**src/rtl/gon_gather_initiator_pkg.sv**
```systemverilog
// Shared definitions for the GON X-bus gather initiator: default widths and FSM states.
package gon_gather_initiator_pkg;

  localparam int ID_LEN_DEF     = 5;
  localparam int VALUE_LEN_DEF  = 32;
  localparam int FIFO_DEPTH_DEF = 4;
  localparam int CNT_LEN_DEF    = 6;
  localparam int STALL_LEN      = 16;

  typedef enum logic [1:0] {
    ST_IDLE = 2'd0,
    ST_POLL = 2'd1,
    ST_FIN  = 2'd2
  } gather_state_e;

endpackage

```
**src/rtl/gon_sync_fifo.sv**
```systemverilog
// First-word-fall-through FIFO on registered storage; the head holds the last popped word
// while empty so downstream sees a stable value.
module gon_sync_fifo #(
  parameter int WIDTH = 37,
  parameter int DEPTH = 4
) (
  input  logic                     clk,
  input  logic                     rst,
  input  logic                     push_i,
  input  logic [WIDTH-1:0]         push_data_i,
  input  logic                     pop_i,
  output logic                     head_valid_o,
  output logic [WIDTH-1:0]         head_data_o,
  output logic [$clog2(DEPTH):0]   count_o
);

  localparam int AW = $clog2(DEPTH);
  localparam int CW = AW + 1;

  logic [WIDTH-1:0] mem_q [DEPTH];
  logic [AW-1:0]    wr_ptr_q, rd_ptr_q;
  logic [CW-1:0]    count_q;
  logic [WIDTH-1:0] last_q;
  logic             do_push, do_pop;

  assign do_push = push_i && (count_q != CW'(DEPTH));
  assign do_pop  = pop_i && (count_q != '0);

  // NOTE: storage has no reset; count_q gates visibility so stale words never reach the head.
  always_ff @(posedge clk) begin
    if (do_push) mem_q[wr_ptr_q] <= push_data_i;
  end

  always_ff @(posedge clk) begin
    if (rst) begin
      wr_ptr_q <= '0;
      rd_ptr_q <= '0;
      count_q  <= '0;
      last_q   <= '0;
    end else begin
      if (do_push) wr_ptr_q <= wr_ptr_q + AW'(1);
      if (do_pop) begin
        rd_ptr_q <= rd_ptr_q + AW'(1);
        last_q   <= mem_q[rd_ptr_q];
      end
      count_q <= count_q + CW'(do_push) - CW'(do_pop);
    end
  end

  assign head_valid_o = (count_q != '0);
  assign head_data_o  = head_valid_o ? mem_q[rd_ptr_q] : last_q;
  assign count_o      = count_q;

endmodule

```
**src/rtl/gon_gather_initiator.sv**
```systemverilog
// Initiator end of the GON X-bus gather: polls a tag range, buffers each enabled value with
// its tag, and streams the pairs to the GLB writer over valid/ready.
module gon_gather_initiator
  import gon_gather_initiator_pkg::*;
#(
  parameter int ID_LEN     = ID_LEN_DEF,
  parameter int VALUE_LEN  = VALUE_LEN_DEF,
  parameter int FIFO_DEPTH = FIFO_DEPTH_DEF,
  parameter int CNT_LEN    = CNT_LEN_DEF
) (
  input  logic                 clk,
  input  logic                 rst,
  input  logic                 start,
  input  logic [ID_LEN-1:0]    tag_base,
  input  logic [CNT_LEN-1:0]   tag_count,
  output logic                 busy,
  output logic                 done,
  output logic [ID_LEN:0]      ready_tag,
  input  logic [VALUE_LEN:0]   enable_value,
  output logic                 out_valid,
  input  logic                 out_ready,
  output logic [VALUE_LEN-1:0] out_data,
  output logic [ID_LEN-1:0]    out_tag,
  output logic [STALL_LEN-1:0] stall_cycles
);

  localparam int CW = $clog2(FIFO_DEPTH) + 1;
  localparam int EW = ID_LEN + VALUE_LEN;

  gather_state_e        state_q, state_d;
  logic [ID_LEN-1:0]    cur_tag_q, cur_tag_d;
  logic [CNT_LEN-1:0]   rem_q, rem_d;
  logic [STALL_LEN-1:0] stall_q, stall_d;
  logic [CW-1:0]        fifo_count;
  logic [EW-1:0]        head_data;
  logic                 ready, accept;

  // Ready depends only on registered state so the bus never sees a path from out_ready.
  assign ready  = (state_q == ST_POLL) && (fifo_count < CW'(FIFO_DEPTH));
  assign accept = ready && enable_value[VALUE_LEN];

  // NOTE: every _d gets its hold value first, so no path can leave a latch behind.
  always_comb begin
    state_d   = state_q;
    cur_tag_d = cur_tag_q;
    rem_d     = rem_q;
    stall_d   = stall_q;
    unique case (state_q)
      ST_IDLE: begin
        if (start) begin
          cur_tag_d = tag_base;
          rem_d     = tag_count;
          stall_d   = '0;
          state_d   = (tag_count != '0) ? ST_POLL : ST_FIN;
        end
      end
      ST_POLL: begin
        if (accept) begin
          cur_tag_d = cur_tag_q + ID_LEN'(1);
          rem_d     = rem_q - CNT_LEN'(1);
          if (rem_q == CNT_LEN'(1)) state_d = ST_FIN;
        end else if (ready && (stall_q != '1)) begin
          stall_d = stall_q + STALL_LEN'(1);
        end
      end
      ST_FIN:  state_d = ST_IDLE;
      default: state_d = ST_IDLE;
    endcase
  end

  // NOTE: state registers use non-blocking assignment so all flops update from pre-edge values.
  always_ff @(posedge clk) begin
    if (rst) begin
      state_q   <= ST_IDLE;
      cur_tag_q <= '0;
      rem_q     <= '0;
      stall_q   <= '0;
    end else begin
      state_q   <= state_d;
      cur_tag_q <= cur_tag_d;
      rem_q     <= rem_d;
      stall_q   <= stall_d;
    end
  end

  gon_sync_fifo #(
    .WIDTH (EW),
    .DEPTH (FIFO_DEPTH)
  ) u_fifo (
    .clk          (clk),
    .rst          (rst),
    .push_i       (accept),
    .push_data_i  ({cur_tag_q, enable_value[VALUE_LEN-1:0]}),
    .pop_i        (out_ready),
    .head_valid_o (out_valid),
    .head_data_o  (head_data),
    .count_o      (fifo_count)
  );

  assign out_tag      = head_data[EW-1:VALUE_LEN];
  assign out_data     = head_data[VALUE_LEN-1:0];
  assign ready_tag    = {ready, cur_tag_q};
  assign busy         = (state_q != ST_IDLE);
  assign done         = (state_q == ST_FIN);
  assign stall_cycles = stall_q;

endmodule

```
**config.mk**
```make
export PLATFORM = sky130hd
export DESIGN_NAME = gon_gather_initiator
export DESIGN_NICKNAME = d
export VERILOG_FILES = /design/src/rtl/gon_gather_initiator_pkg.sv /design/src/rtl/gon_sync_fifo.sv /design/src/rtl/gon_gather_initiator.sv
export SDC_FILE = /design/constraint.sdc
export NUM_CORES = 1
export LEC_CHECK = 0
export BUFFER_PORTS_ARGS = -buffer_cell sky130_fd_sc_hd__buf_2
export CORE_MARGIN = 3
export CORE_UTILIZATION = 58
export CTS_CLUSTER_SIZE = 24
export DETAILED_ROUTE_END_ITERATION = 10
export HOLD_SLACK_MARGIN = 0.1
export PLACE_DENSITY = 0.84
export SLEW_MARGIN = 20
export SYNTH_ARGS = -nofsm -noshare
export SYNTH_HDL_FRONTEND = slang
export SYNTH_SLANG_ARGS = --single-unit
```
**constraint.sdc**
```tcl
create_clock -name clk -period 3.5 [get_ports clk]
set_input_delay 0.175 -clock clk [delete_from_list [all_inputs] [get_ports clk]]
set_output_delay 0.175 -clock clk [all_outputs]
set_load 0.005 [all_outputs]
```
==> flow_summary.json, run 1 <==
{
  "status": "finished, final reports clean",
  "synth_area_leaders": "edfxtp_1, dfxtp_1, mux4_2, mux2_2, nand2_1",
  "gp_congestion": 0.925,
  "drt-wirelength-per-cell_um": 19.9,
  "synthArstFlopShare_pct": 0,
  "synthesis.nets": 736,
  "fin_crit_sh_pct": 76.1,
  "yosysUniqueCellTypes": 60,
  "cts_tree": "done",
  "io_pins": 110,
  "cts_buffers": 22,
  "total_power_uw": 7770,
  "seq_power_share_pct": 41.1,
  "drive_gt1_share_pct": 30.0,
  "grt_pass1_vias": 6533,
  "utilization_pct": 73.0,
  "powerDensity_nw_per_um2": 690,
  "fmax_ghz": 0.376,
  "ant_nets": 0,
  "syn_area_um2": 9310,
  "arrival_ns": 2.49,
  "finalSetupTns_ns": 0,
  "required_ns": 3.32,
  "maxCapViolCount": 0,
  "synth_seq_cells": 223,
  "fin_nets": 883,
  "clkPwrFrac_pct": 32.2,
  "worstSetupStartpointType": "flip-flop",
  "p_sw_uw": 2180,
  "firstDrtPassIters": 5,
  "cp-end-kind": "primary output",
  "synth_top_family_by_area": "multiplexers",
  "dp_hpwl_mm": 12.9,
  "fin_crit_ns": 2.66,
  "synth_commonest_cells": "edfxtp_1, nand2_1, dfxtp_1",
  "whs_path_depth": 4,
  "cts.clk_slew.worst_paths_ns": 0.07,
  "crit_type": "reg -> out",
  "drv_slew": 0,
  "synth_mux_area_share_pct": 13.7,
  "grt-ovfl-total": 0,
  "synthMostInstantiatedCell": "edfxtp_1",
  "switching_share_pct": 28.1,
  "gr-usage-met1_pct": 30.1,
  "whs_ns": 0.143,
  "wirelength_mm": 20.9,
  "cts_resized": 0,
  "root_buffer": "clkbuf_16",
  "min_path_type": "in -> reg",
  "setup_viol": 0,
  "use_met3_pct": 3.88,
  "drcViolationCount": 0,
  "busiest_layer": "met2",
  "core-area_um2": 15400,
  "grt_use_total_pct": 23.5,
  "drt_iter0_drc": 512,
  "yosysTopAreaCell": "edfxtp_1",
  "port_buffers": 109,
  "syn-mean-instance-area_um2": 13.7,
  "cts.sinks": 223,
  "place_area_um2": 10000,
  "syn2layout_area_growth_pct": 20.9,
  "synth-edff-count": 148,
  "cp_max_fo": 23,
  "grt_pass1_wl_mm": 33.4,
  "fp.dieW_um": 133,
  "synth_warnings": 0,
  "start_util_pct": 60.3,
  "finClkSkew_ns": 0.00733,
  "ir_drop_v": 0.000470,
  "synth_top_area_share_pct": 47.7,
  "leakagePower_uw": 0.00403,
  "grt_max_degree": 63,
  "final_area_um2": 11300,
  "comb_power_share_pct": 26.7,
  "grt_use_met2_pct": 41.3,
  "synthSimpleGateAreaFrac_pct": 10.7,
  "post_synth_fa_ha_maj_area_fraction_pct": 1.56,
  "ys_seq_area_share_pct": 63.9,
  "clock_latency_ns": 0.49,
  "p_int_uw": 5590,
  "r2r.worst_path.cells": 11,
  "cts_buffer_depth": 3,
  "slew_headroom_pct": 39.0,
  "rsz0062_at_grt": "no",
  "viasPerCell": 5.95,
  "syn_inst": 677,
  "synth_xor_area_share_pct": 0.470,
  "num_vias": 6256,
  "max_slew.worst_pin.slew_ns": 0.915,
  "finalHoldViolCount": 0,
  "cts_setup_buffers": 0,
  "antenna_cells": 0,
  "dieArea_um2": 17600,
  "h-tree-depth": 1,
  "num_rows": 45,
  "synthFlopType": "edfxtp_1",
  "die_y_um": 133,
  "synth_compound_area_share_pct": 7.10,
  "antenna_found_initial": 0
}
[logic make-up (layout without fill, tap and decap cells)]
logic type                 after synthesis  after routing
buffers and inverters                   56            219
AOI/OAI and AO/OA                      107            107
xor gates and xnor gates                 5              5
muxes                                   76             76
DFF                                    223            223
and+or+nand+nor                        199            199
adders and majority gates               11             11
[repair_timing]
item,4_1_cts,5_1_grt
hold buffers,43,0
hold endpoints to repair,140,0
setup endpoints to repair,0,0
[power by group through the flow]
stage               Clock [µW]  Sequential, µW  Combinational, µW
finish                    2500            3190               2070
global route              2640            3220               2250
CTS                       2540            3200               2090
detailed placement           0            3250               2030
global placement             0            3220               1970
floorplan                    0            3130               1460
[cell type report]
class                           count  area, µm²
Sequential cell                   223       5950
Fill cell                         976       4170
Multi-Input combinational cell    398       3130
Timing Repair Buffer              164       1080
Clock buffer                       24        589
Tap cell                          211        264
Clock inverter                     16        190
Inverter                           15       56.3
[state kept, by name (all words and copies together), names as in the netlist, named ones only]
register,flops
cur_tag_q,5
rem_q,6
stall_cycles,16
state_q,2
u_fifo.count_o,3
u_fifo.last_q,37
u_fifo.mem_q,148
u_fifo.rd_ptr_q,2
u_fifo.wr_ptr_q,2
[layout by cell type (no fill, tap or decap), drive strengths merged, types with 4 or more instances in the layout]
cell,n
mux2,38
nor2b,5
o21ai,15
nor3b,4
clkinv,10
nor2,23
o32ai,5
and3,4
nand4,8
bufinv,4
nand2b,7
ha,10
dfxtp,75
nand3,15
nand2,93
nor3,8
a221oi,6
buf,121
dlygate4sd3,43
a21o,5
clkbuf,24
nor4,4
a21oi,52
mux4,37
edfxtp,148
inv,15
and2,12
[per-layer routing]
metal  wire length [µm]  up-vias
met1               8410     3072
met3               1300       46
met5                  0        -
met4                473        0
met2              10700      276
li1                   -     2862
[path summary, 6_finish.rpt]
check / from / end / slack, ns
hold reg to reg: u_fifo.last_q[35]$_SDFFE_PP0P_ / u_fifo.last_q[35]$_SDFFE_PP0P_ / 0.46
setup / recovery: flip-flop / out_tag[2] / 0.84
setup reg to reg: u_fifo.count_o[2]$_SDFF_PP0_ / u_fifo.count_o[2]$_SDFF_PP0_ / 1.11
hold / removal: tag_count[3] / rem_q[3]$_SDFFE_PP0P_ / 0.14
[through the flow]
stage                     std cells  setup slack [ns]
after floorplan                 677              1.01
after global placement          968              1.20
after detailed placement        968              1.10
after CTS                      1051             0.778
after global routing           1051             0.684
final                          1051             0.838
[critical path, stage by stage (launching register included)]
cell,delay [ns]
dfxtp_2,0.69
buf_12,0.30
mux4_2,0.56
mux2_2,0.31
buf_2,0.14
Power figures use the tool's default switching activity.
==> run 2: changes to the inputs <==
Clock period 3.5 ns to 2.78 ns, I/O delays scaled along.
==> flow_summary.json, run 2 (same netlist as run 1, synthesis figures left out) <==
{
  "dieArea_um2": 17600,
  "largest_register_ffs": 148,
  "finalHoldViolCount": 0,
  "drcViolationCount": 0,
  "antenna_cells": 0,
  "utilization_pct": 73.0,
  "firstDrtPassIters": 8,
  "io_pins": 110,
  "h-tree-depth": 1,
  "fin_crit_sh_pct": 89.8,
  "port_buffers": 109,
  "ant_nets": 0,
  "fp.dieW_um": 133,
  "num_vias": 6266,
  "viasPerCell": 5.92,
  "root_buffer": "clkbuf_16",
  "cts.sinks": 223,
  "hold_buffers": 46,
  "rsz0062_at_grt": "no",
  "num_rows": 45,
  "grt-ovfl-total": 0,
  "max_slew.worst_pin.slew_ns": 0.733,
  "grt_pass1_vias": 6660,
  "cts_setup_buffers": 0,
  "fin_crit_ns": 2.50,
  "cts.clk_slew.worst_paths_ns": 0.06,
  "drv_slew": 0,
  "cts_tree": "done",
  "drt-wirelength-per-cell_um": 19.5,
  "layout_common_cells": "edfxtp_1, buf_2, nand2_1, dfxtp_1, a21oi_1",
  "die_y_um": 133,
  "start_util_pct": 60.3,
  "grt_use_total_pct": 23.5,
  "slew_headroom_pct": 51.1,
  "crit_type": "reg -> reg",
  "finClkSkew_ns": 0.0120,
  "status": "finished, final reports clean",
  "cts_buffer_depth": 3,
  "grt_pass1_wl_mm": 33.9,
  "drt_iter0_drc": 445,
  "ir_drop_v": 0.000541,
  "syn2layout_area_growth_pct": 20.9,
  "gp_congestion": 0.930,
  "finalSetupTns_ns": 0,
  "required_ns": 3.14,
  "maxCapViolCount": 0,
  "powerDensity_nw_per_um2": 839,
  "wirelength_mm": 20.6,
  "arrival_ns": 2.85,
  "leakagePower_uw": 0.00404,
  "worst-r2r-setup-slack_ns": 0.28,
  "cp-end-kind": "flip-flop",
  "worstSetupStartpointType": "flip-flop",
  "drive_gt1_share_pct": 29.6,
  "clock_latency_ns": 0.50,
  "min_path_type": "in -> reg",
  "cts_resized": 0,
  "largest_register": "u_fifo.mem_q",
  "dp_hpwl_mm": 12.2,
  "antenna_found_initial": 0,
  "final_common_cell": "edfxtp_1",
  "setup_viol": 0,
  "grt_max_degree": 44,
  "fmax_ghz": 0.401,
  "fin_nets": 891,
  "cts_buffers": 22,
  "cp_max_fo": 3,
  "core-area_um2": 15400
}
==> run 2: cell types whose count changed in the layout (fill, tap and decap cells not counted), moves of 2 or more <==
cell / before / now
clkbuf_1: 0 / 7
bufinv_16: 4 / 0
buf_12: 1 / 4
dlygate4sd3_1: 43 / 46
clkbuf_8: 1 / 3
clkinv_4: 2 / 0
==> run 2: path summary, 6_finish.rpt <==
path,startpoint,endpoint,cells after the start
max,u_fifo.count_o[1]$_SDFF_PP0_,u_fifo.count_o[2]$_SDFF_PP0_,11
min,rst,u_fifo.wr_ptr_q[1]$_SDFFE_PP0N_,2
max reg2reg,u_fifo.count_o[1]$_SDFF_PP0_,u_fifo.count_o[2]$_SDFF_PP0_,11
min reg2reg,u_fifo.last_q[25]$_SDFFE_PP0P_,u_fifo.last_q[25]$_SDFFE_PP0P_,2
==> run 2: critical path, cell delays in order (launching register included) <==
cell,delay (ns)
dfxtp_1,0.35
or3_2,0.50
nand2_1,0.13
inv_1,0.07
ha_1,0.26
inv_1,0.06
ha_1,0.15
inv_1,0.06
fa_1,0.38
xor2_1,0.18
xnor2_1,0.15
nor2_1,0.06
==> run 2: cell type report <==
cell class	count	area, µm²
multi-input cells	398	3130
well taps	211	264
inverters	15	56.3
clock buffers	33	643
flip-flops and latches	223	5950
fillers	959	4170
clock inverters	7	36.3
repair buffers	172	1180
==> run 2: metal layers <==
metal / global-route usage (%) / share of wire, % / up-vias
li1: - / - / 2873
met2: 42.3 / 53 / 299
met4: 5.54 / 1.3 / 0
met5: 0 / 0 / -
met1: 30.2 / 39 / 3068
met3: 3.76 / 7.2 / 26
==> run 2: through the flow <==
step | worst slack (ns) | total power, µW | cell area (µm²) | hold slack, ns | cells
detailed placement | 0.323 | 6670 | 10100 | 0.357 | 973
global placement | 0.507 | 6550 | 10100 | 0.349 | 973
global route | 0.145 | 9900 | 11300 | 0.226 | 1059
floorplan | 0.287 | 5780 | 9310 | 0.238 | 677
CTS | 0.273 | 9510 | 11300 | 0.156 | 1059
finish | 0.285 | 9440 | 11300 | 0.185 | 1059
==> run 2: where the power goes <==
group          internal, µW  leakage, µW  switching (µW)
combinational          1350      0.00175            1380
sequential             3790      0.00195             145
clock                  1600     0.000335            1180
total                  6730      0.00404            2710
==> run 3: changes to the inputs <==
Settings changed: CORE_UTILIZATION 58 to 62, PLACE_DENSITY 0.84 to 0.89, SYNTH_HIERARCHICAL set to 1.
Clock period 2.78 ns to 3.1 ns, I/O delays scaled along.
==> flow_summary.json, run 3 <==
{
  "cts.clk_slew.worst_paths_ns": 0.06,
  "ir_drop_v": 0.000524,
  "grt_pass1_vias": 6215,
  "die_y_um": 128,
  "post_synth_fa_ha_maj_area_fraction_pct": 1.58,
  "cts_tree": "done",
  "synth_top_area_share_pct": 48.4,
  "synth_seq_cells": 223,
  "yosysUniqueCellTypes": 51,
  "cp_max_fo": 12,
  "cp_slowest_cell": "or3b_2",
  "synth_mux_area_share_pct": 14.4,
  "layout_common_cells": "edfxtp_1, buf_2, dfxtp_1, dlygate4sd3_1, a22o_1",
  "largest_register": "u_fifo/mem_q",
  "crit_type": "reg -> reg",
  "p_sw_uw": 2410,
  "synth_commonest_cells": "edfxtp_1, dfxtp_1, a22o_1",
  "place_area_um2": 9940,
  "fin_crit_ns": 2.68,
  "slew_headroom_pct": 45.0,
  "min_path_type": "in -> reg",
  "utilization_pct": 78.2,
  "gp_congestion": 0.910,
  "drive_gt1_share_pct": 31.5,
  "synth_top_family_by_area": "multiplexers",
  "cts_resized": 0,
  "critPathTopFamily": "simple AND/OR/NAND/NOR gates",
  "yosysTopAreaCell": "edfxtp_1",
  "grt_pass1_wl_mm": 33.3,
  "start_util_pct": 64.6,
  "fin_crit_sh_pct": 86.6,
  "synth_compound_area_share_pct": 9.16,
  "drv_slew": 0,
  "finalSetupTns_ns": 0,
  "clock_latency_ns": 0.50,
  "stdcell_count": 960,
  "cts_buffer_depth": 3,
  "switching_share_pct": 27.7,
  "whs_ns": 0.120,
  "cts_buffers": 23,
  "grt-ovfl-total": 0,
  "synthFlopType": "edfxtp_1",
  "p_int_uw": 6290,
  "drt-wirelength-per-cell_um": 21.7,
  "syn2layout_area_growth_pct": 21.0,
  "maxCapViolCount": 0,
  "rsz0062_at_grt": "no",
  "required_ns": 3.50,
  "drt_iter0_drc": 452,
  "drcViolationCount": 0,
  "viasPerCell": 6.23,
  "finalHoldViolCount": 0,
  "synth_xor_area_share_pct": 0.286,
  "leakagePower_uw": 0.00411,
  "num_rows": 43,
  "core-area_um2": 14200,
  "synth_area_leaders": "edfxtp_1, dfxtp_1, mux4_2, a22o_1, mux2_4",
  "synthesis.nets": 662,
  "synthMostInstantiatedCell": "edfxtp_1",
  "h-tree-depth": 1,
  "fp.dieW_um": 128,
  "num-fill-cells": 775,
  "dieArea_um2": 16300,
  "firstDrtPassIters": 5,
  "synthSimpleGateAreaFrac_pct": 7.02,
  "syn_inst": 603,
  "grt_max_degree": 41,
  "finClkSkew_ns": 0.0188,
  "synth_warnings": 6,
  "num_vias": 5977,
  "final_common_cell": "edfxtp_1",
  "syn_area_um2": 9180,
  "fmax_ghz": 0.373,
  "antenna_found_initial": 0,
  "dp_hpwl_mm": 12.0,
  "powerDensity_nw_per_um2": 784,
  "final_area_um2": 11100,
  "cp-end-kind": "flip-flop",
  "ant_nets": 0,
  "placed_cells": 874,
  "io_pins": 110,
  "crit_buf_inv": 2,
  "max_slew.worst_pin.slew_ns": 0.824,
  "cts_setup_buffers": 0,
  "arrival_ns": 3.09,
  "worstSetupStartpointType": "flip-flop",
  "grt_use_total_pct": 25.9,
  "cts.sinks": 223,
  "wirelength_mm": 20.8,
  "seq_power_share_pct": 41.8,
  "clkPwrFrac_pct": 30.1,
  "cp_slowest_stage_delay_ns": 0.58,
  "port_buffers": 109,
  "root_buffer": "clkbuf_16",
  "hold_buffers": 44,
  "fin_nets": 822,
  "largest_register_ffs": 148,
  "status": "finished, final reports clean",
  "comb_power_share_pct": 28.1,
  "ys_seq_area_share_pct": 64.8,
  "crit_chain": "or3b_2, nand2_1, ha_1, inv_1, ha_1, inv_1, fa_1, xor2_1, and2_1, nor3_1",
  "setup_viol": 0,
  "synth-edff-count": 148,
  "synthArstFlopShare_pct": 0,
  "syn-mean-instance-area_um2": 15.2
}
[run 3: cell types whose count changed in the layout (fill, tap and decap cells not counted), moves of 5 or more]
cell      change
a21oi_1      -27
a221oi_1      -6
a22o_1       +37
a31oi_1       +6
and2_1        -5
mux2_2       -20
mux2_4       +19
nand2_1      -64
nor2_1        +5
nor2b_1       +6
o21ai_0       +6
o31ai_1       +7
[run 3: worst reg2reg max path, stage by stage, from the launching register on]
cell and delay, ns:
dfxtp_1 0.55, or3b_2 0.59, nand2_1 0.12, ha_1 0.25, inv_1 0.07, ha_1 0.14, inv_1 0.05, fa_1 0.37
xor2_1 0.16, and2_1 0.18, nor3_1 0.12
[run 3: layout make-up]
type,instances,area (µm²),area share [%]
Clock buffer,35,661,5.95
Sequential cell,223,5950,53.6
Timing Repair Buffer,170,1180,10.6
Clock inverter,6,58.8,0.530
Inverter,11,41.3,0.372
Tap cell,180,225,2.03
Multi-Input combinational cell,334,2990,26.9
Antenna cell,1,2.50,0.0225
[run 3: cell families after synthesis]
family	after synthesis
compound gates	120
simple gates	126
buf+inv	46
mux	74
flops	223
fa+ha+maj	11
xor+xnor	3
[run 3: path summary, 6_finish.rpt]
check	start	endpoint	slack, ns	depth (start not counted)
setup / recovery	u_fifo/count_o[2]$_SDFF_PP0_	u_fifo/count_o[2]$_SDFF_PP0_	0.42	10
hold / removal	tag_count[5]	rem_q[5]$_SDFFE_PP0P_	0.12	5
setup reg to reg	u_fifo/count_o[2]$_SDFF_PP0_	u_fifo/count_o[2]$_SDFF_PP0_	0.42	10
hold reg to reg	u_fifo/last_q[33]$_SDFFE_PP0P_	u_fifo/last_q[33]$_SDFFE_PP0P_	0.48	1
[run 3: routing by layer]
metal  global-route usage, %  vias up  routed length (µm)
met1                    33.2     2986                7970
met4                    8.43        0                 576
li1                        -     2678                   -
met3                    5.04       44                1420
met5                       0        -                   0
met2                    45.0      269               10800
[run 3: through the flow]
step | worst slack, ns | power (µW)
6_report | 0.416 | 8700
5_1_grt | 0.271 | 9070
4_1_cts | 0.426 | 8740
3_5_place_dp | 0.464 | 6040
3_3_place_gp | 0.635 | 5930
2_1_floorplan | 0.376 | 5320
[run 3: power by group through the flow]
stage / registers, µW / clock network [µW] / logic [µW]
2_1_floorplan: 3570 / 0 / 1750
3_3_place_gp: 3660 / 0 / 2270
3_5_place_dp: 3690 / 0 / 2350
4_1_cts: 3640 / 2670 / 2440
5_1_grt: 3670 / 2780 / 2620
6_report: 3640 / 2620 / 2440
